## src/rtl/tx_fir_tap_ctrl.sv

```systemverilog
// Transmit 2-tap FIR coefficient controller.
// Trains the post-cursor tap from back-channel inc/dec/done commands while
// sending PRBS7, keeps the tap pair at a fixed total swing, and then
// passes mission data through once training finishes or times out.
//
// Back-channel handshake: fb_ready is high only in TRAIN (with en high); a
// command is taken on any posedge where fb_valid && fb_ready. Outside TRAIN,
// fb_valid is ignored and nothing is buffered.
module tx_fir_tap_ctrl #(
    parameter int NTAP      = 6,
    parameter int SUM_CODE  = 48,
    parameter int POST_INIT = 8,
    parameter int POST_MAX  = 24,
    parameter int HOLDOFF   = 16,
    parameter int TRAIN_LEN = 1023
) (
    input  logic            clk,
    input  logic            rst,
    input  logic            en,
    input  logic            data_in,
    input  logic            fb_valid,
    input  logic [1:0]      fb_cmd,
    output logic            fb_ready,
    output logic            tx_bit,
    output logic [NTAP-1:0] tap0_code,
    output logic [NTAP-1:0] tap1_code,
    output logic            tap_upd,
    output logic [1:0]      state,
    output logic            timeout
);

    localparam int CW = $clog2(TRAIN_LEN + 1);
    localparam int HW = $clog2(HOLDOFF + 1);

    localparam logic [NTAP-1:0] SUM_C      = NTAP'(SUM_CODE);
    localparam logic [NTAP-1:0] POST_INIT_C = NTAP'(POST_INIT);
    localparam logic [NTAP-1:0] POST_MAX_C = NTAP'(POST_MAX);
    localparam logic [CW-1:0]   TCNT_LAST  = CW'(TRAIN_LEN - 1);
    localparam logic [HW-1:0]   HCNT_LAST  = HW'(HOLDOFF - 1);
    localparam logic [6:0]      PRBS_SEED  = 7'h7F;

    localparam logic [1:0] CMD_HOLD = 2'b00;
    localparam logic [1:0] CMD_INC  = 2'b01;
    localparam logic [1:0] CMD_DEC  = 2'b10;
    localparam logic [1:0] CMD_DONE = 2'b11;

    typedef enum logic [1:0] {
        S_IDLE   = 2'd0,
        S_TRAIN  = 2'd1,
        S_SETTLE = 2'd2,
        S_DATA   = 2'd3
    } state_t;

    state_t          cur_state;
    state_t          nxt_state;
    logic            en_d;
    logic [6:0]      prbs;
    logic [CW-1:0]   tcnt;
    logic [HW-1:0]   hcnt;
    logic [NTAP-1:0] tap1_q;
    logic            timeout_q;
    logic            tx_q;
    logic            upd_q;

    logic en_rise;
    logic in_train;
    logic accept;
    logic tmo_hit;
    logic inc_ok;
    logic dec_ok;
    logic done_acc;
    logic load;
    logic step_inc;
    logic step_dec;
    logic set_tmo;

    // Only the post tap is stored; the main tap is derived so the pair
    // always sums to the fixed swing.
    assign tap1_code = tap1_q;
    assign tap0_code = SUM_C - tap1_q;
    assign tap_upd   = upd_q;
    assign tx_bit    = tx_q;
    assign timeout   = timeout_q;
    assign state     = cur_state;

    assign en_rise  = en & ~en_d;
    assign in_train = (cur_state == S_TRAIN) || (cur_state == S_SETTLE);
    assign fb_ready = (cur_state == S_TRAIN) && en;
    assign accept   = fb_valid && fb_ready;
    assign tmo_hit  = in_train && (tcnt == TCNT_LAST);
    assign done_acc = accept && (fb_cmd == CMD_DONE);
    assign inc_ok   = accept && (fb_cmd == CMD_INC) && (tap1_q != POST_MAX_C);
    assign dec_ok   = accept && (fb_cmd == CMD_DEC) && (tap1_q != '0);

    // Next-state and per-cycle action decode; en low wins over everything.
    always_comb begin
        nxt_state = cur_state;
        load      = 1'b0;
        step_inc  = 1'b0;
        step_dec  = 1'b0;
        set_tmo   = 1'b0;
        if (!en) begin
            nxt_state = S_IDLE;
        end else begin
            case (cur_state)
                S_IDLE: begin
                    if (en_rise) begin
                        nxt_state = S_TRAIN;
                        load      = 1'b1;
                    end
                end
                S_TRAIN: begin
                    // Done beats a coincident timeout; a timeout beats tap steps.
                    if (done_acc) begin
                        nxt_state = S_DATA;
                    end else if (tmo_hit) begin
                        nxt_state = S_DATA;
                        set_tmo   = 1'b1;
                    end else if (inc_ok) begin
                        nxt_state = S_SETTLE;
                        step_inc  = 1'b1;
                    end else if (dec_ok) begin
                        nxt_state = S_SETTLE;
                        step_dec  = 1'b1;
                    end
                    // CMD_HOLD and saturated steps leave everything unchanged.
                end
                S_SETTLE: begin
                    if (tmo_hit) begin
                        nxt_state = S_DATA;
                        set_tmo   = 1'b1;
                    end else if (hcnt == HCNT_LAST) begin
                        nxt_state = S_TRAIN;
                    end
                end
                S_DATA: begin
                    nxt_state = S_DATA;
                end
                default: begin
                    nxt_state = S_IDLE;
                end
            endcase
        end
    end

    // State register and enable history for edge detection.
    always_ff @(posedge clk) begin
        if (rst) begin
            cur_state <= S_IDLE;
            en_d      <= 1'b0;
        end else begin
            cur_state <= nxt_state;
            en_d      <= en;
        end
    end

    // Post tap code and its one-cycle update pulse.
    always_ff @(posedge clk) begin
        if (rst) begin
            tap1_q <= POST_INIT_C;
            upd_q  <= 1'b0;
        end else begin
            upd_q <= step_inc | step_dec;
            if (load) begin
                tap1_q <= POST_INIT_C;
            end else if (step_inc) begin
                tap1_q <= tap1_q + 1'b1;
            end else if (step_dec) begin
                tap1_q <= tap1_q - 1'b1;
            end
        end
    end

    // PRBS7 generator, training cycle counter and sticky timeout flag.
    always_ff @(posedge clk) begin
        if (rst) begin
            prbs      <= PRBS_SEED;
            tcnt      <= '0;
            timeout_q <= 1'b0;
        end else if (load) begin
            prbs      <= PRBS_SEED;
            tcnt      <= '0;
            timeout_q <= 1'b0;
        end else begin
            if (in_train) begin
                prbs <= {prbs[5:0], prbs[6] ^ prbs[5]};
                tcnt <= tcnt + 1'b1;
            end
            if (set_tmo) begin
                timeout_q <= 1'b1;
            end
        end
    end

    // Holdoff counter: restarts on SETTLE entry, runs while in SETTLE.
    always_ff @(posedge clk) begin
        if (rst) begin
            hcnt <= '0;
        end else if (cur_state != S_SETTLE) begin
            hcnt <= '0;
        end else begin
            hcnt <= hcnt + 1'b1;
        end
    end

    // Registered line bit: zero when idle or disabling, PRBS while training,
    // data_in (one cycle late) in mission mode.
    always_ff @(posedge clk) begin
        if (rst) begin
            tx_q <= 1'b0;
        end else if (!en || cur_state == S_IDLE) begin
            tx_q <= 1'b0;
        end else if (in_train) begin
            tx_q <= prbs[6];
        end else begin
            tx_q <= data_in;
        end
    end

    logic unused_hold;
    assign unused_hold = (fb_cmd == CMD_HOLD);

endmodule

```

## config.mk

```make
export PLATFORM = sky130hd
export DESIGN_NAME = tx_fir_tap_ctrl
export DESIGN_NICKNAME = d
export VERILOG_FILES = /design/src/rtl/tx_fir_tap_ctrl.sv
export SDC_FILE = /design/constraint.sdc
export NUM_CORES = 1
export LEC_CHECK = 0
export CORE_ASPECT_RATIO = 0.8
export CORE_MARGIN = 2
export CORE_UTILIZATION = 40
export DETAILED_ROUTE_END_ITERATION = 10
export GPL_TIMING_DRIVEN = 0
export SLEW_MARGIN = 0
export SYNTH_ARGS = -nofsm -noshare
export SYNTH_HDL_FRONTEND = slang
export SYNTH_SLANG_ARGS = --single-unit
```

## constraint.sdc

```tcl
create_clock -name clk -period 4.4 [get_ports clk]
set_input_delay 0.88 -clock clk [delete_from_list [all_inputs] [get_ports clk]]
set_output_delay 0.88 -clock clk [all_outputs]
set_load 0.01 [all_outputs]
```

==> flow_metrics.env, run 1 <==
export IMPL_status="completed"
export IMPL_synth_area_um2=1880
export IMPL_p_leak_nw=0.871
export IMPL_final_cell_mix="34 x dfxtp_1, 26 x nor2_1, 24 x clkdlybuf4s50_1"
export IMPL_root_buffer="clkbuf_8"
export IMPL_cts_buffers_inserted=5
export IMPL_synth_main_ff_cell="dfxtp_1"
export IMPL_drt_iter0_markers=58
export IMPL_grt_pass1_wl_um=6400
export IMPL_fp_dieW_um=80.6
export IMPL_start_util=0.413
export IMPL_core_area_um2=4540
export IMPL_die_h_um=65.3
export IMPL_setup_viol=0
export IMPL_drt_wl_total_um=3650
export IMPL_cts_tree="yes"
export IMPL_num_vias=1483
export IMPL_drive_above_1_share=0.100
export IMPL_crit_required_ns=4.63
export IMPL_setup_slack_ns=0.962
export IMPL_ys_async_sr_fraction=0
export IMPL_dp_hpwl_um=2750
export IMPL_finalClockSkew_ns=0.00479
export IMPL_worstSetupPathType="in2reg"
export IMPL_antenna_cells=0
export IMPL_routed_via_density=4.96
export IMPL_place_gp_congestion=0.826
export IMPL_clk_pin_slew_ns=0.07
export IMPL_finalHoldViolCount=0
export IMPL_hold_buffers=0
export IMPL_dp_cells=291
export IMPL_synth_seq_area_share=0.362
export IMPL_crit_path_max_fanout=6
export IMPL_port_buffers=24
export IMPL_worstSkewPairLatency_ns=0.29
export IMPL_peakVddDrop_uv=196
export IMPL_track_usage=0.158
export IMPL_synth_distinct_cells=51
export IMPL_antenna_found_initial=0
export IMPL_min_path_type="reg2reg"
export IMPL_synth_cells=207
export IMPL_rsz0062_at_grt="false"
export IMPL_clock_fmax_mhz=291
export IMPL_finalMaxSlewViolations=0
export IMPL_relSlewSlack=0.566
export IMPL_cp_end_kind="flip-flop"
export IMPL_wire_per_inst_um=12.2
export IMPL_p_per_area_nw_per_um2=270
export IMPL_start_kind="input port"
export IMPL_cts_resized=0
export IMPL_layout_commonest_cell="dfxtp_1"
export IMPL_layout_worst_path_cycle_share=0.781
export IMPL_cap_violations=0
export IMPL_period_minus_slack_ns=3.44
export IMPL_boundaryPins=25
export IMPL_post_cts_buffers=0
export IMPL_drt_pre_antenna_iters=4
export IMPL_fin_util=0.504
export IMPL_fp_dieArea_um2=5260
export IMPL_grt_max_degree=12
export IMPL_synth_fp_nets=228
export IMPL_grt_pass1_vias=1392
export IMPL_yosys_warnings=0
export IMPL_whs_path_depth=1
export IMPL_placementRows=22
export IMPL_nets=259
export IMPL_tns_ns=0
export IMPL_avgSynthCellArea_um2=9.07
export IMPL_cts_max_level=2
export IMPL_critical_path_arrival_ns=3.67
export IMPL_detail_route_antenna_nets=0
export IMPL_drc=0
export IMPL_instances_no_fill=299
export IMPL_clock_sinks=34
export IMPL_r2r_slack_ns=1.03
export IMPL_clock_path_buffers=2
export IMPL_pre_cts_slack_ns=0.649
export IMPL_worst_pin_slew_ns=0.650
export IMPL_area_growth_pct=21.9
export IMPL_synth_seq_cells=34
export IMPL_overflow=0
export IMPL_synth_edff_count=0
export IMPL_reg2reg_depth=12
## per-stage QoR
step,total power [mW],hold slack [ns],instance area (um2)
4_1_cts,0.625,0.458,2290
2_1_floorplan,0.361,0.418,1880
3_3_place_gp,0.382,0.431,2190
6_report,0.617,0.454,2290
5_1_grt,0.644,0.478,2290
3_5_place_dp,0.382,0.444,2190
## cell families after synthesis
group / after synthesis / synth area share
and+or+nand+nor: 82 / 0.230
DFF: 34 / 0.362
AOI/OAI and AO/OA: 32 / 0.137
xor gates and xnor gates: 18 / 0.0839
buffers and inverters: 17 / 0.0366
adders and majority gates: 14 / 0.0973
muxes: 10 / 0.0533
## cell type report
cell class	count	area [um2]
Buffer	5	23.8
Clock buffer	6	82.6
Clock inverter	2	12.5
Fill cell	438	2250
Inverter	12	45.0
Multi-Input combinational cell	156	1130
Sequential cell	34	681
Tap cell	60	75.1
Timing Repair Buffer	24	240
## cells in the mapped netlist, types with 2 or more instances
| library cell | count | area share |
|---|---|---|
| a21oi_1 | 4 | 0.011 |
| nand3b_1 | 2 | 0.0080 |
| nor2_1 | 26 | 0.052 |
| o21a_1 | 2 | 0.0080 |
| dfxtp_1 | 34 | 0.36 |
| mux2i_1 | 10 | 0.053 |
| o311ai_2 | 2 | 0.017 |
| inv_1 | 12 | 0.024 |
| ha_1 | 13 | 0.087 |
| a21o_1 | 2 | 0.0080 |
| nor3_1 | 5 | 0.013 |
| xor2_1 | 9 | 0.042 |
| and2_1 | 2 | 0.0067 |
| o21ai_0 | 5 | 0.013 |
| buf_1 | 2 | 0.0040 |
| xnor2_1 | 9 | 0.042 |
| nand4_1 | 5 | 0.017 |
| a211oi_1 | 5 | 0.020 |
| nand2_1 | 20 | 0.040 |
| nand3_1 | 4 | 0.011 |
| and3_1 | 4 | 0.013 |
## state kept, by name, indices dropped and copies added, names as in the netlist
signal     cells
tcnt          10
hcnt           5
en_d           1
tap1_code      6
tx_bit         1
prbs           7
tap_upd        1
timeout        1
state          2
## path summary, 6_finish.rpt
kind / from / end
worst min-delay path: hcnt[0] / hcnt[0]
worst min register to register: hcnt[0] / hcnt[0]
worst max-delay path: en / tap1_code[5]
worst max register to register: state[0] / tap1_code[5]
## worst max-delay path: stages
cell,delay [ns]
clkdlybuf4s50_1,0.58
and2_2,0.22
o2111a_2,0.26
nand3_1,0.23
ha_1,0.37
a211oi_1,0.30
o21a_1,0.19
nor2_1,0.07
or4b_1,0.46
nand3_1,0.09
## layer usage
metal / global-route usage / vias to the layer above / share of wire / wire [um]
li1: - / 794 / - / -
met1: 0.226 / 659 / 0.55 / 2010
met2: 0.221 / 25 / 0.39 / 1420
met3: 0.0440 / 5 / 0.044 / 162
met4: 0.0636 / 0 / 0.016 / 58
met5: 0 / - / 0 / 0
## power breakdown
| group | total (mW) | internal, mW | switching (mW) |
|---|---|---|---|
| clock network | 0.242 | 0.126 | 0.116 |
| logic | 0.0591 | 0.0272 | 0.0319 |
| registers | 0.316 | 0.311 | 0.00439 |
| total | 0.617 | 0.464 | 0.153 |
No activity file was read; power rests on OpenSTA's default activity.
==> inputs of run 2 (changes only) <==
- clock period: 4.4 -> 3.55 ns (I/O delays scaled with it)
==> run 2 against run 1 <==
Compared with the run above:
- first-iteration DRC count unchanged
- via count fell by 0.20%
- global-route usage stayed put
- clock power is 24% higher
- sequential cell count unchanged
- cell count did not move
- clock skew about the same
- critical path type is now reg2reg
- largest power group unchanged
==> flow_metrics.env, run 2 (synthesis gave the netlist of run 1 again) <==
export IMPL_wire_per_inst_um=12.2
export IMPL_track_usage=0.158
export IMPL_place_gp_congestion=0.826
export IMPL_fp_dieArea_um2=5260
export IMPL_layout_commonest_cell="dfxtp_1"
export IMPL_seq_power_share=0.512
export IMPL_port_buffers=24
export IMPL_drt_wl_total_um=3660
export IMPL_finalHoldViolCount=0
export IMPL_cap_violations=0
export IMPL_grt_pass1_wl_um=6400
export IMPL_clock_sinks=34
export IMPL_clock_path_buffers=2
export IMPL_cts_buffers_inserted=5
export IMPL_p_sw_mw=0.189
export IMPL_instances_no_fill=299
export IMPL_period_minus_slack_ns=3.27
export IMPL_grt_max_degree=12
export IMPL_post_cts_buffers=0
export IMPL_core_area_um2=4540
export IMPL_crit_slowest_cell="or4_4"
export IMPL_top_register="tcnt"
export IMPL_fin_util=0.505
export IMPL_boundaryPins=25
export IMPL_p_comb_frac=0.096
export IMPL_nets=259
export IMPL_setup_slack_ns=0.284
export IMPL_detail_route_antenna_nets=0
export IMPL_cts_max_level=2
export IMPL_die_h_um=65.3
export IMPL_clk_pin_slew_ns=0.07
export IMPL_cp_end_kind="flip-flop"
export IMPL_holdWs_ns=0.454
export IMPL_placementRows=22
export IMPL_grt_pass1_vias=1392
export IMPL_setup_viol=0
export IMPL_worstSkewPairLatency_ns=0.29
export IMPL_area_growth_pct=22.1
export IMPL_worstSetupPathType="reg2reg"
export IMPL_peakVddDrop_uv=244
export IMPL_finalMaxSlewViolations=0
export IMPL_layout_worst_path_cycle_share=0.920
export IMPL_final_cell_mix="34 x dfxtp_1, 26 x nor2_1, 24 x clkdlybuf4s50_1"
export IMPL_num_vias=1480
export IMPL_crit_path_max_fanout=8
export IMPL_clock_fmax_mhz=306
export IMPL_dp_hpwl_um=2750
export IMPL_hold_buffers=0
export IMPL_routed_via_density=4.95
export IMPL_critical_path_arrival_ns=3.49
export IMPL_cts_tree="yes"
export IMPL_p_per_area_nw_per_um2=333
export IMPL_p_clk_frac=0.392
export IMPL_min_path_type="reg2reg"
export IMPL_antenna_found_initial=0
export IMPL_worst_pin_slew_ns=0.650
export IMPL_drt_iter0_markers=58
export IMPL_crit_chain="inv_1 > ha_1 > buf_2 > nand3_4 > or4_4 > nand3_2 > ha_1 > a211oi_1 > o21a_1 > nor2_1 > or4b_1 > nand3_1"
export IMPL_p_int_mw=0.575
export IMPL_pre_cts_slack_ns=-0.0305
export IMPL_status="completed"
export IMPL_relSlewSlack=0.566
export IMPL_p_leak_nw=0.871
export IMPL_cts_resized=0
export IMPL_crit_required_ns=3.78
export IMPL_overflow=0
export IMPL_drt_pre_antenna_iters=4
export IMPL_finalClockSkew_ns=0.00479
export IMPL_root_buffer="clkbuf_8"
export IMPL_p_sw_frac=0.247
export IMPL_largest_reg_flops=10
export IMPL_antenna_cells=0
export IMPL_crit_buf_inv=2
export IMPL_dp_cells=291
export IMPL_start_kind="flip-flop"
export IMPL_drc=0
export IMPL_rsz0062_at_grt="false"
export IMPL_max_stage_delay_ns=0.54
export IMPL_fp_dieW_um=80.6
export IMPL_cp_top_family="simple AND/OR/NAND/NOR gates"
export IMPL_crit_top_cell="ha_1"
export IMPL_start_util=0.413
export IMPL_drive_above_1_share=0.105
run 2: cell types whose count changed in the layout (fill, tap and decap cells not counted):
cell     change
nand3_1      -1
nand3_2      +1
run 2: worst paths after layout:
check | start | to | slack (ns) | depth (start not counted)
max | state[0] | tap1_code[5] | 0.28 | 12
max reg2reg | state[0] | tap1_code[5] | 0.28 | 12
min | hcnt[0] | hcnt[0] | 0.45 | 1
min reg2reg | hcnt[0] | hcnt[0] | 0.45 | 1
run 2: through the flow:
| stage | setup TNS (ns) | cell area [um2] | total power, mW |
|---|---|---|---|
| floorplan | 0 | 1880 | 0.447 |
| finish | 0 | 2290 | 0.765 |
| detailed placement | -0.0305 | 2190 | 0.473 |
| global route | 0 | 2290 | 0.798 |
| CTS | 0 | 2290 | 0.775 |
| global placement | -0.0206 | 2190 | 0.473 |
run 2: cell type report:
cell class	count	area (um2)
fillers	438	2250
multi-input cells	156	1130
flip-flops and latches	34	681
repair buffers	24	240
clock buffers	6	82.6
well taps	60	75.1
inverters	12	45.0
plain buffers	5	23.8
clock inverters	2	12.5
run 2: power by group through the flow:
stage / Sequential, mW / Clock (mW) / Combinational [mW]
3_5_place_dp: 0.400 / 0 / 0.0733
4_1_cts: 0.391 / 0.310 / 0.0738
2_1_floorplan: 0.399 / 0 / 0.0479
6_report: 0.391 / 0.300 / 0.0734
3_3_place_gp: 0.400 / 0 / 0.0733
5_1_grt: 0.392 / 0.324 / 0.0824
run 2: layer usage:
metal / track usage / routed length [um] / vias up
met5: 0 / 0 / -
met4: 0.0636 / 58 / 0
met3: 0.0440 / 162 / 5
met2: 0.221 / 1420 / 25
met1: 0.226 / 2020 / 655
li1: - / - / 795
run 2: worst reg2reg max path: cells and delay by family, from the launching register on:
family | cells | cell delay, ns
AOI/OAI and AO/OA | 2 | 0.49
adders and majority gates | 2 | 0.55
buffers and inverters | 2 | 0.31
DFF | 1 | 0.43
and+or+nand+nor | 6 | 1.42
